### src/rtl/key_move_conditioner_pkg.sv
// ui_pkg: shared constants and move FSM state type for the KEY/SW input stage
package ui_pkg;
    localparam int CELL_W = 4;
    localparam logic [CELL_W-1:0] MAX_CELL = 4'd8;
    localparam int KEY_RESET = 0;
    localparam int KEY_MOVE = 1;
    typedef enum logic {IDLE, PENDING} move_state_t;
endpackage

### src/rtl/key_move_conditioner_if.sv
// key_move_conditioner_if: move offer handshake and game reset command toward the game
interface key_move_conditioner_if;
    logic                      move_valid;
    logic [ui_pkg::CELL_W-1:0] move_cell;
    logic                      move_ready;
    logic                      move_err;
    logic                      game_reset;
    modport master (output move_valid, move_cell, move_err, game_reset, input move_ready);
    modport slave (input move_valid, move_cell, move_err, game_reset, output move_ready);
endinterface

### src/rtl/key_move_conditioner_debouncer.sv
// key_debouncer: accepts a level change only after DEBOUNCE_CYCLES stable cycles, pulses on press
module key_debouncer #(
    parameter int DEBOUNCE_CYCLES = 15625,
    parameter int CNT_W = $clog2(DEBOUNCE_CYCLES + 1)
) (
    input  logic clk,
    input  logic reset,
    input  logic raw,
    output logic level,
    output logic press
);
    logic [CNT_W-1:0] cnt_q;
    logic level_q, prev_q, press_q;
    always_ff @(posedge clk or negedge reset) begin
        if (!reset) begin
            cnt_q   <= '0;
            level_q <= 1'b0;
            prev_q  <= 1'b0;
            press_q <= 1'b0;
        end else begin
            // any reversion to the accepted level restarts qualification
            if (raw == level_q) cnt_q <= '0;
            else if (cnt_q == CNT_W'(DEBOUNCE_CYCLES - 1)) begin
                level_q <= raw;
                cnt_q   <= '0;
            end else cnt_q <= cnt_q + CNT_W'(1);
            prev_q  <= level_q;
            press_q <= level_q & ~prev_q;
        end
    end
    assign level = level_q;
    assign press = press_q;
endmodule

### src/rtl/key_move_conditioner.sv
// key_move_conditioner: syncs/debounces KEY and SW, issues game reset and moves over valid/ready
module key_move_conditioner import ui_pkg::*; #(
    parameter int N_KEYS = 4,
    parameter int N_SW = 10,
    parameter int DEBOUNCE_CYCLES = 15625,
    parameter int CNT_W = $clog2(DEBOUNCE_CYCLES + 1)
) (
    input  logic              clk,
    input  logic              reset,
    input  logic [N_KEYS-1:0] key_n,
    input  logic [N_SW-1:0]   sw,
    output logic [N_KEYS-1:0] key_level,
    output logic [N_KEYS-1:0] key_press,
    output logic [N_SW-1:0]   sw_sync,
    key_move_conditioner_if.master mv
);
    logic [N_KEYS-1:0] key_s1_q, key_s2_q;
    logic [N_SW-1:0]   sw_s1_q, sw_s2_q;
    move_state_t       state_q;
    logic              valid_q, err_q, gr_q;
    logic [CELL_W-1:0] cell_q;
    always_ff @(posedge clk or negedge reset) begin
        if (!reset) begin
            key_s1_q <= '1;
            key_s2_q <= '1;
            sw_s1_q  <= '0;
            sw_s2_q  <= '0;
        end else begin
            key_s1_q <= key_n;
            key_s2_q <= key_s1_q;
            sw_s1_q  <= sw;
            sw_s2_q  <= sw_s1_q;
        end
    end
    for (genvar k = 0; k < N_KEYS; k++) begin : g_db
        key_debouncer #(.DEBOUNCE_CYCLES(DEBOUNCE_CYCLES), .CNT_W(CNT_W)) u_db (
            .clk(clk), .reset(reset), .raw(~key_s2_q[k]),
            .level(key_level[k]), .press(key_press[k])
        );
    end
    always_ff @(posedge clk or negedge reset) begin
        if (!reset) begin
            state_q <= IDLE;
            valid_q <= 1'b0;
            cell_q  <= '0;
            err_q   <= 1'b0;
            gr_q    <= 1'b0;
        end else begin
            gr_q  <= key_press[KEY_RESET];
            err_q <= 1'b0;
            // a reset press aborts any pending move and beats a coincident move press
            if (key_press[KEY_RESET]) begin
                state_q <= IDLE;
                valid_q <= 1'b0;
            end else if (state_q == IDLE) begin
                if (key_press[KEY_MOVE] && sw_s2_q[CELL_W-1:0] <= MAX_CELL) begin
                    cell_q  <= sw_s2_q[CELL_W-1:0];
                    valid_q <= 1'b1;
                    state_q <= PENDING;
                end else if (key_press[KEY_MOVE]) err_q <= 1'b1;
            end else if (mv.move_ready) begin
                valid_q <= 1'b0;
                state_q <= IDLE;
            end
        end
    end
    assign sw_sync       = sw_s2_q;
    assign mv.move_valid = valid_q;
    assign mv.move_cell  = cell_q;
    assign mv.move_err   = err_q;
    assign mv.game_reset = gr_q;
endmodule
### src/flat_wrapper.sv
// flat-port wrapper written by rule: the top's interface ports become plain ports
module key_move_conditioner_flat import ui_pkg::*;
#(
    parameter int N_KEYS = 4,
    parameter int N_SW = 10,
    parameter int DEBOUNCE_CYCLES = 15625,
    parameter int CNT_W = $clog2(DEBOUNCE_CYCLES + 1)
)
  (clk, reset, key_n, sw, key_level, key_press, sw_sync, mv_move_valid, mv_move_cell, mv_move_err, mv_game_reset, mv_move_ready);
  key_move_conditioner_if mv_i ();
  input  logic clk;
  input  logic reset;
  input  logic [N_KEYS-1:0] key_n;
  input  logic [N_SW-1:0] sw;
  output logic [N_KEYS-1:0] key_level;
  output logic [N_KEYS-1:0] key_press;
  output logic [N_SW-1:0] sw_sync;
  output wire logic [$bits(mv_i.move_valid)-1:0] mv_move_valid;
  output wire logic [$bits(mv_i.move_cell)-1:0] mv_move_cell;
  output wire logic [$bits(mv_i.move_err)-1:0] mv_move_err;
  output wire logic [$bits(mv_i.game_reset)-1:0] mv_game_reset;
  input wire logic [$bits(mv_i.move_ready)-1:0] mv_move_ready;
  assign mv_move_valid = mv_i.move_valid;
  assign mv_move_cell = mv_i.move_cell;
  assign mv_move_err = mv_i.move_err;
  assign mv_game_reset = mv_i.game_reset;
  assign mv_i.move_ready = mv_move_ready;
  key_move_conditioner #(.N_KEYS(N_KEYS), .N_SW(N_SW), .DEBOUNCE_CYCLES(DEBOUNCE_CYCLES), .CNT_W(CNT_W)) u_core (.clk(clk), .reset(reset), .key_n(key_n), .sw(sw), .key_level(key_level), .key_press(key_press), .sw_sync(sw_sync), .mv(mv_i));
endmodule
### config.mk
export PLATFORM = sky130hd
export DESIGN_NAME = key_move_conditioner_flat
export DESIGN_NICKNAME = d
export VERILOG_FILES = /design/src/rtl/key_move_conditioner_pkg.sv /design/src/rtl/key_move_conditioner_if.sv /design/src/rtl/key_move_conditioner_debouncer.sv /design/src/rtl/key_move_conditioner.sv /design/src/flat_wrapper.sv
export SDC_FILE = /design/constraint.sdc
export NUM_CORES = 1
export LEC_CHECK = 0
export ABC_CLOCK_PERIOD_IN_PS = 3100
export BUFFER_PORTS_ARGS = -buffer_cell sky130_fd_sc_hd__buf_2
export CAP_MARGIN = 20
export CORE_ASPECT_RATIO = 0.9
export CORE_MARGIN = 8
export CORE_UTILIZATION = 40
export CTS_CLUSTER_DIAMETER = 100
export DETAILED_ROUTE_END_ITERATION = 8
export GPL_TIMING_DRIVEN = 0
export PLACE_DENSITY = 0.64
export SETUP_SLACK_MARGIN = 0.1
export SYNTH_ARGS = -nofsm -noshare
export SYNTH_HDL_FRONTEND = slang
export SYNTH_HIERARCHICAL = 1
export SYNTH_SLANG_ARGS = --single-unit
### constraint.sdc
create_clock -name clk -period 3.1 [get_ports clk]
set_clock_uncertainty 0.2 [all_clocks]
set_input_delay 0.155 -clock clk [delete_from_list [all_inputs] [get_ports clk]]
set_output_delay 0.155 -clock clk [all_outputs]
set_load 0.02 [all_outputs]
==> reports/metrics.csv, run 1 <==
stage,metric,value,unit
status,status,"finished, final reports clean",
synth,synth_flop_cell,dfrtp_1,
die,fp.coreArea,10800,µm²
die,rows,36,
synth,synth_top_family_by_area,simple AND/OR/NAND/NOR gates,
clocking,hold_buffers,16,
power_and_ir_drop,power.total,2.81,mW
die,start_util,0.407,
synth,ys_seq_area_frac,0.597,
die,dieArea,14600,µm²
cells_and_area,utilization,0.490,
place,place_congestion,0.821,
synth,synth_area_per_cell,11.9,µm²
clocking,cts_resized,0,
grt,grt_pass1_wl,14400,µm
worst_setup_path,critPathArrivalTime,2.09,ns
synth,synth-adder-area-share,0.0343,
synth,synth_xor_area_frac,0.104,
routing,drc,0,
worst_hold_path,hold_class,reg -> reg,
grt,grt_max_degree,57,
routing,routed_via_density,4.94,
worst_setup_path,cp-start-kind,register,
worst_setup_path,ff2ff_path_depth,5,
worst_setup_path,critPathKind,reg -> reg,
timing,final_hold_viol_count,0,
timing,max_freq,484,MHz
synth,synth.top_cell.area_share,0.549,
clocking,cts_made_buffers,9,
clocking,ctsRootBufferMaster,clkbuf_16,
worst_setup_path,required,3.13,ns
timing,min_period_over_period,0.667,
timing,slew_headroom,0.538,
routing,drt_wl_total,8040,µm
clocking,clk_pin_slew,0.07,ns
synth,synth.area.mux_share,0.0137,
synth,synthTopCellsByCount,"dfrtp_1 (96), nor2_1 (56), xor2_1 (30)",
place,port_buffers,41,
worst_hold_path,worstHoldPathCells,0,
clocking,clock_latency,0.34,ns
synth,syn_area,4380,µm²
synth,postSynthNetCount,398,
place,hpwl,5460,µm
die,io_pins,42,
power_and_ir_drop,ir_drop,0.000270,V
synth,async_flop_share,1.00,
synth,synthCells,369,
synth,synth_most_common_cell,dfrtp_1,
routing,dr.pass1.iters,4,
cells_and_area,diodes,0,
routing,drt_iter0_drc,160,
synth,yosysWarnings,6,
synth,synth-edff-count,0,
synth,yosysUniqueCellTypes,32,
timing,rsz0062_at_grt,false,
timing,finalCriticalPeriod,2.07,ns
worst_setup_path,cp_max_fo,10,
worst_setup_path,crit_chain,"or4_1, or4_4, nand2_2, buf_6, nor2_1",
timing,tns,0,ns
grt,grt_usage,0.121,
routing,detail_route.wl_per_cell,14.0,µm
timing,worst_pin_slew,0.683,ns
worst_setup_path,slowest_stage,or4_1,
die,die_y,115,µm
synth,yosysTopAreaCell,dfrtp_1,
routing,num_vias,2848,
cells_and_area,nets,467,
power_and_ir_drop,p_leak,2.44,nW
clocking,htree_levels,3,
clocking,clkSinkCount,104,
clocking,clockBufferDepth,2,
grt,overflow,0,
clocking,post_cts_buffers,0,
worst_setup_path,crit_path_end_kind,register,
cells_and_area,drive_gt1_frac,0.190,
timing,whs,0.144,ns
job,cap_violations,0,
worst_setup_path,critPathMaxStageDelay,0.54,ns
routing,final_antenna_net_count,0,
timing,setup_viol,0,
worst_setup_path,r2r_setup_slack,1.03,ns
grt,antenna_found_initial,0,
timing,drv_slew,0,
cells_and_area,area_growth_syn_to_layout,20.5,%
die,dieWidth,126,µm
synth,yosys.area_share.simple,0.202,
clocking,cts_tree,built,
synth,ys_ff_latch,104,
power_and_ir_drop,power_density,532,nW/µm²
synth,synth_compound_area_frac,0.0220,
synth,synth_area_leaders,"dfrtp_1 (55%), xor2_1 (6.0%), dfstp_2 (4.8%)",
grt,grt_pass1_vias,2920,
-- worst max-delay path: cells and delay by family (launching register included) --
family	cells	cell delay, ns
simple gates	4	1.17
flops	1	0.45
buf+inv	1	0.14
-- power breakdown --
group	switching, mW	leakage [nW]	total (mW)	internal, mW
registers	0.0310	1.37	1.42	1.39
clock network	0.505	0.166	1.25	0.743
logic	0.0804	0.909	0.137	0.0568
-- worst paths after layout --
check / start / endpoint
hold / removal: u_core/sw_s1_q[9] / u_core/sw_sync[9]
min in group asynchronous: reset / u_core/mv.move_cell[2]
max in group asynchronous: reset / u_core/key_s2_q[2]
setup reg to reg: u_core/g_db[0].u_db/cnt_q[6] / u_core/g_db[0].u_db/cnt_q[5]
setup / recovery: u_core/g_db[0].u_db/cnt_q[6] / u_core/g_db[0].u_db/cnt_q[5]
hold reg to reg: u_core/sw_s1_q[9] / u_core/sw_sync[9]
-- metrics by stage --
step | std cells | area (µm²) | setup slack (ns)
detailed placement | 544 | 4780 | 1.04
finish | 576 | 5280 | 1.03
global placement | 543 | 4750 | 0.612
global route | 576 | 5280 | 0.940
floorplan | 369 | 4380 | 1.12
CTS | 576 | 5280 | 1.03
-- placed cells by master, fill, tap and decap left out, drive strengths merged, types with 2 or more instances in the layout --
master        n
nand4        15
buf          46
and2          5
clkbuf       12
nand2        17
a32o          2
dfstp         8
or4           8
xor2         30
nor3         12
dfrtp        96
a221o         3
mux2          4
and3          5
nand4bb       4
xnor2        22
o311a         3
inv          21
bufinv        2
ha           12
nor2         56
nor4b         4
dlygate4sd3  16
and4          5
nor2b         4
nand3        24
-- metal layers --
layer	share of wire	wire (µm)	global-route usage
met5	0	0	0
met4	0.011	89	0.0488
met3	0.029	234	0.0292
met2	0.48	3840	0.195
met1	0.48	3870	0.153
-- sequential cells by signal, indices dropped and copies added, names as in the netlist --
| name | cells |
|---|---|
| u_core/key_s2_q | 4 |
| u_core/mv.move_valid | 1 |
| u_core/g_db.u_db/cnt_q | 56 |
| u_core/mv.move_err | 1 |
| u_core/g_db.u_db/prev_q | 4 |
| u_core/state_q | 1 |
| u_core/g_db.u_db/level | 4 |
| u_core/sw_sync | 10 |
| u_core/sw_s1_q | 10 |
| u_core/mv.move_cell | 4 |
| u_core/g_db.u_db/press | 4 |
| u_core/key_s1_q | 4 |
| u_core/mv.game_reset | 1 |
-- cells by family (layout without fill, tap and decap cells) --
family / count (synthesis) / in the layout
AO/OA/AOI/OAI: 10 / 10
XOR/XNOR: 52 / 52
adder cells (fa/ha/maj): 12 / 12
buffers and inverters: 24 / 98
flip-flops: 104 / 104
multiplexers: 4 / 4
AND/OR/NAND/NOR: 163 / 163
-- cell type report --
type / instances / area, µm²
buffer: 6 / 52.6
tap: 133 / 166
timing repair buffer: 58 / 395
clock buffer: 10 / 239
inverter: 18 / 67.6
clock inverter: 6 / 97.6
fill: 939 / 5490
sequential: 104 / 2610
multi-input combinational: 241 / 1650
No activity file was read; power rests on OpenSTA's default activity.
==> run 2: changes to the inputs <==
--- a/config.mk
+++ b/config.mk
@@ -5,7 +5,7 @@
 export SDC_FILE = /design/constraint.sdc
 export NUM_CORES = 1
 export LEC_CHECK = 0
-export ABC_CLOCK_PERIOD_IN_PS = 3100
+export ABC_CLOCK_PERIOD_IN_PS = 1960
 export BUFFER_PORTS_ARGS = -buffer_cell sky130_fd_sc_hd__buf_2
 export CAP_MARGIN = 20
 export CORE_ASPECT_RATIO = 0.9
==> constraint.sdc (replaced) <==
create_clock -name clk -period 1.96 [get_ports clk]
set_clock_uncertainty 0.2 [all_clocks]
set_input_delay 0.098 -clock clk [delete_from_list [all_inputs] [get_ports clk]]
set_output_delay 0.098 -clock clk [all_outputs]
set_load 0.02 [all_outputs]
==> run 2 against run 1 <==
Effect of this change:
- the run now ends with setup timing left
- flip-flop and latch count did not move
- non-clock buffer count rose by 22
- power rose by 52%
- global-route usage grew 0.30 points
- fmax rose by 1.2%
- utilization is 3.6 points higher
- critical path depth shrank 2
- first-iteration DRC count is 21% higher
- combinational power rose by 110%
- design area increased by 7.3%
- largest cell class unchanged
- worst setup slack got worse by 1.1 ns
- critical endpoint is now u_core/g_db[2].u_db/level
==> reports/metrics.csv, run 2 (synthesized netlist as in run 1, its figures left out) <==
stage,metric,value,unit,change
worst_setup_path,ff2ff_path_depth,3,,-2
routing,dr.pass1.iters,4,,unchanged
worst_setup_path,cp-start-kind,register,,
grt,overflow,0,,unchanged
die,rows,36,,unchanged
timing,setup_viol,50,,+50
clocking,ctsRootBufferMaster,clkbuf_16,,
worst_hold_path,hold_class,in -> async,,
cells_and_area,nets,489,,+4.7%
place,post_dp_cell_area,4790,µm²,+0.10%
die,fp.coreArea,10800,µm²,unchanged
die,dieArea,14600,µm²,unchanged
timing,max_freq,489,MHz,+1.2%
status,status,"finished, violations left",,
power_and_ir_drop,power_density,752,nW/µm²,+41%
cells_and_area,fill_cells,924,,-1.6%
power_and_ir_drop,ir_drop,0.000444,V,+64%
worst_setup_path,critPathBufInv,0,,-1
grt,grt_pass1_vias,3062,,+4.9%
die,die_y,115,µm,unchanged
clocking,cts_tree,built,,
clocking,clock_latency,0.35,ns,about the same
place,port_buffers,41,,unchanged
worst_setup_path,crit_path_frequent_cell,or4_4,,
worst_setup_path,rr_endpoint,u_core/g_db[2].u_db/level,,
clocking,clk_pin_slew,0.08,ns,about the same
grt,grt_usage,0.124,,+0.00302
worst_setup_path,critPathArrivalTime,2.07,ns,-0.02 ns
routing,num_vias,2971,,+4.3%
grt,grt_pass1_wl,14600,µm,+1.7%
timing,drv_slew,0,,unchanged
timing,worst_pin_slew,0.686,ns,+0.00231 ns
power_and_ir_drop,power.total,4.25,mW,+52%
cells_and_area,layout_common_cells,"dfrtp_1 (91), buf_2 (40), nor2_2 (34)",,
worst_setup_path,critPathKind,reg -> reg,,
routing,drt_iter0_drc,193,,+21%
clocking,htree_levels,3,,unchanged
clocking,cts_made_buffers,9,,unchanged
cells_and_area,final_common_cell,dfrtp_1,,
routing,drc,0,,unchanged
place,hpwl,5320,µm,-2.5%
cells_and_area,diodes,0,,unchanged
worst_setup_path,required,1.99,ns,-1.14 ns
timing,whs,0.102,ns,-0.0422 ns
grt,antenna_found_initial,0,,unchanged
worst_setup_path,slowest_stage,or4_4,,
grt,grt_max_degree,58,,+1.8%
die,dieWidth,126,µm,unchanged
worst_setup_path,cp_max_fo,3,,-7
clocking,clkSinkCount,104,,unchanged
die,io_pins,42,,unchanged
place,place_ws,-0.109,ns,-1.15 ns
worst_setup_path,r2r-start,u_core/g_db[2].u_db/cnt_q[6],,
clocking,clockBufferDepth,2,,unchanged
timing,min_period_over_period,1.04,,+0.375
timing,rsz0062_at_grt,true,,
timing,final_hold_viol_count,0,,unchanged
routing,detail_route.wl_per_cell,14.2,µm,+1.8%
worst_setup_path,critPathMaxStageDelay,0.52,ns,-0.02 ns
routing,routed_via_density,4.97,,+0.48%
cells_and_area,regMostFlops,u_core/g_db.u_db/cnt_q,,
status,violations,setup timing,,
timing,layout_setup_ws,-0.0831,ns,-1.11 ns
timing,finalCriticalPeriod,2.04,ns,-0.0251 ns
timing,slew_headroom,0.536,,-0.00156
worst_setup_path,crit_chain,"or4_4, or4_4, mux2_4",,
cells_and_area,stdcell_area,5660,µm²,+7.3%
place,place_congestion,0.773,,-5.9%
routing,final_antenna_net_count,0,,unchanged
cells_and_area,drive_gt1_frac,0.340,,+0.150
job,cap_violations,0,,unchanged
die,start_util,0.407,,unchanged
worst_setup_path,r2r_setup_slack,-0.08,ns,-1.11 ns
power_and_ir_drop,p_leak,2.51,nW,+2.6%
cells_and_area,area_growth_syn_to_layout,29.3,%,
worst_setup_path,crit_path_end_kind,register,,
worst_setup_path,critPathTopFamily,simple AND/OR/NAND/NOR gates,,
cells_and_area,largest_register_ffs,56,,unchanged
routing,drt_wl_total,8500,µm,+5.7%
[run 2: cell count changes in the layout (fill, tap and decap cells not counted), moves of 5 or more]
cell and change:
nor2_1 -43, dfrtp_1 -5, nor2_2 +34, dfrtp_2 +5, buf_4 +13, nor2_4 +9, buf_6 +5
[run 2: through the flow]
step            util  std cells  TNS [ns]
6_report       0.526        598     -1.83
5_1_grt        0.526        598     -4.19
4_1_cts        0.506        591     -1.03
3_5_place_dp   0.445        544     -4.00
3_3_place_gp   0.442        543    -51.30
2_1_floorplan      -        369   -0.0879
[run 2: area by class of cell]
class | instances | area (µm²) | share of cell area
sequential | 104 | 2620 | 0.463
buffer | 6 | 63.8 | 0.0113
tap | 133 | 166 | 0.0294
clock buffer | 10 | 239 | 0.0422
timing repair buffer | 80 | 608 | 0.107
inverter | 18 | 67.6 | 0.0119
clock inverter | 6 | 50.0 | 0.00884
multi-input combinational | 241 | 1850 | 0.326
[run 2: how the worst max path moves through the flow]
stage / cells past startpoint / from / to
6_report: 3 / u_core/g_db[2].u_db/cnt_q[6] / u_core/g_db[2].u_db/level
5_1_grt: 5 / u_core/g_db[2].u_db/cnt_q[6] / u_core/g_db[2].u_db/cnt_q[10]
4_1_cts: 3 / u_core/g_db[2].u_db/cnt_q[6] / u_core/g_db[2].u_db/level
3_5_place_dp: 5 / u_core/g_db[3].u_db/cnt_q[6] / u_core/g_db[3].u_db/cnt_q[11]
3_3_place_gp: 1 / reset / u_core/g_db[2].u_db/cnt_q[2]
2_1_floorplan: 3 / u_core/g_db[0].u_db/cnt_q[6] / u_core/g_db[0].u_db/level
[run 2: report_power, final]
part	leakage (nW)	switching, mW	internal, mW	total [mW]
sequential	1.36	0.0478	2.20	2.25
combinational	1.01	0.156	0.132	0.289
clock	0.136	0.807	0.910	1.72
total	2.51	1.01	3.24	4.25
[run 2: per-layer routing]
layer	part of all wire	track usage	vias to the layer above
met5	0	0	-
met4	0.015	0.0512	0
met3	0.041	0.0334	12
met2	0.47	0.194	56
met1	0.48	0.159	1463
li1	-	-	1440
[run 2: worst register-to-register path: stages (launching register included)]
cell and delay (ns):
dfrtp_2 0.43, or4_4 0.52, or4_4 0.47, mux2_4 0.31
[run 2: what timing repair did]
item,CTS,global route
cloned,3,1
buffers inserted,12,6
setup endpoints to repair,60,60
endpoints found under the hold margin,63,0
resized for setup,34,45
pin swaps,25,6
hold buffers,16,0
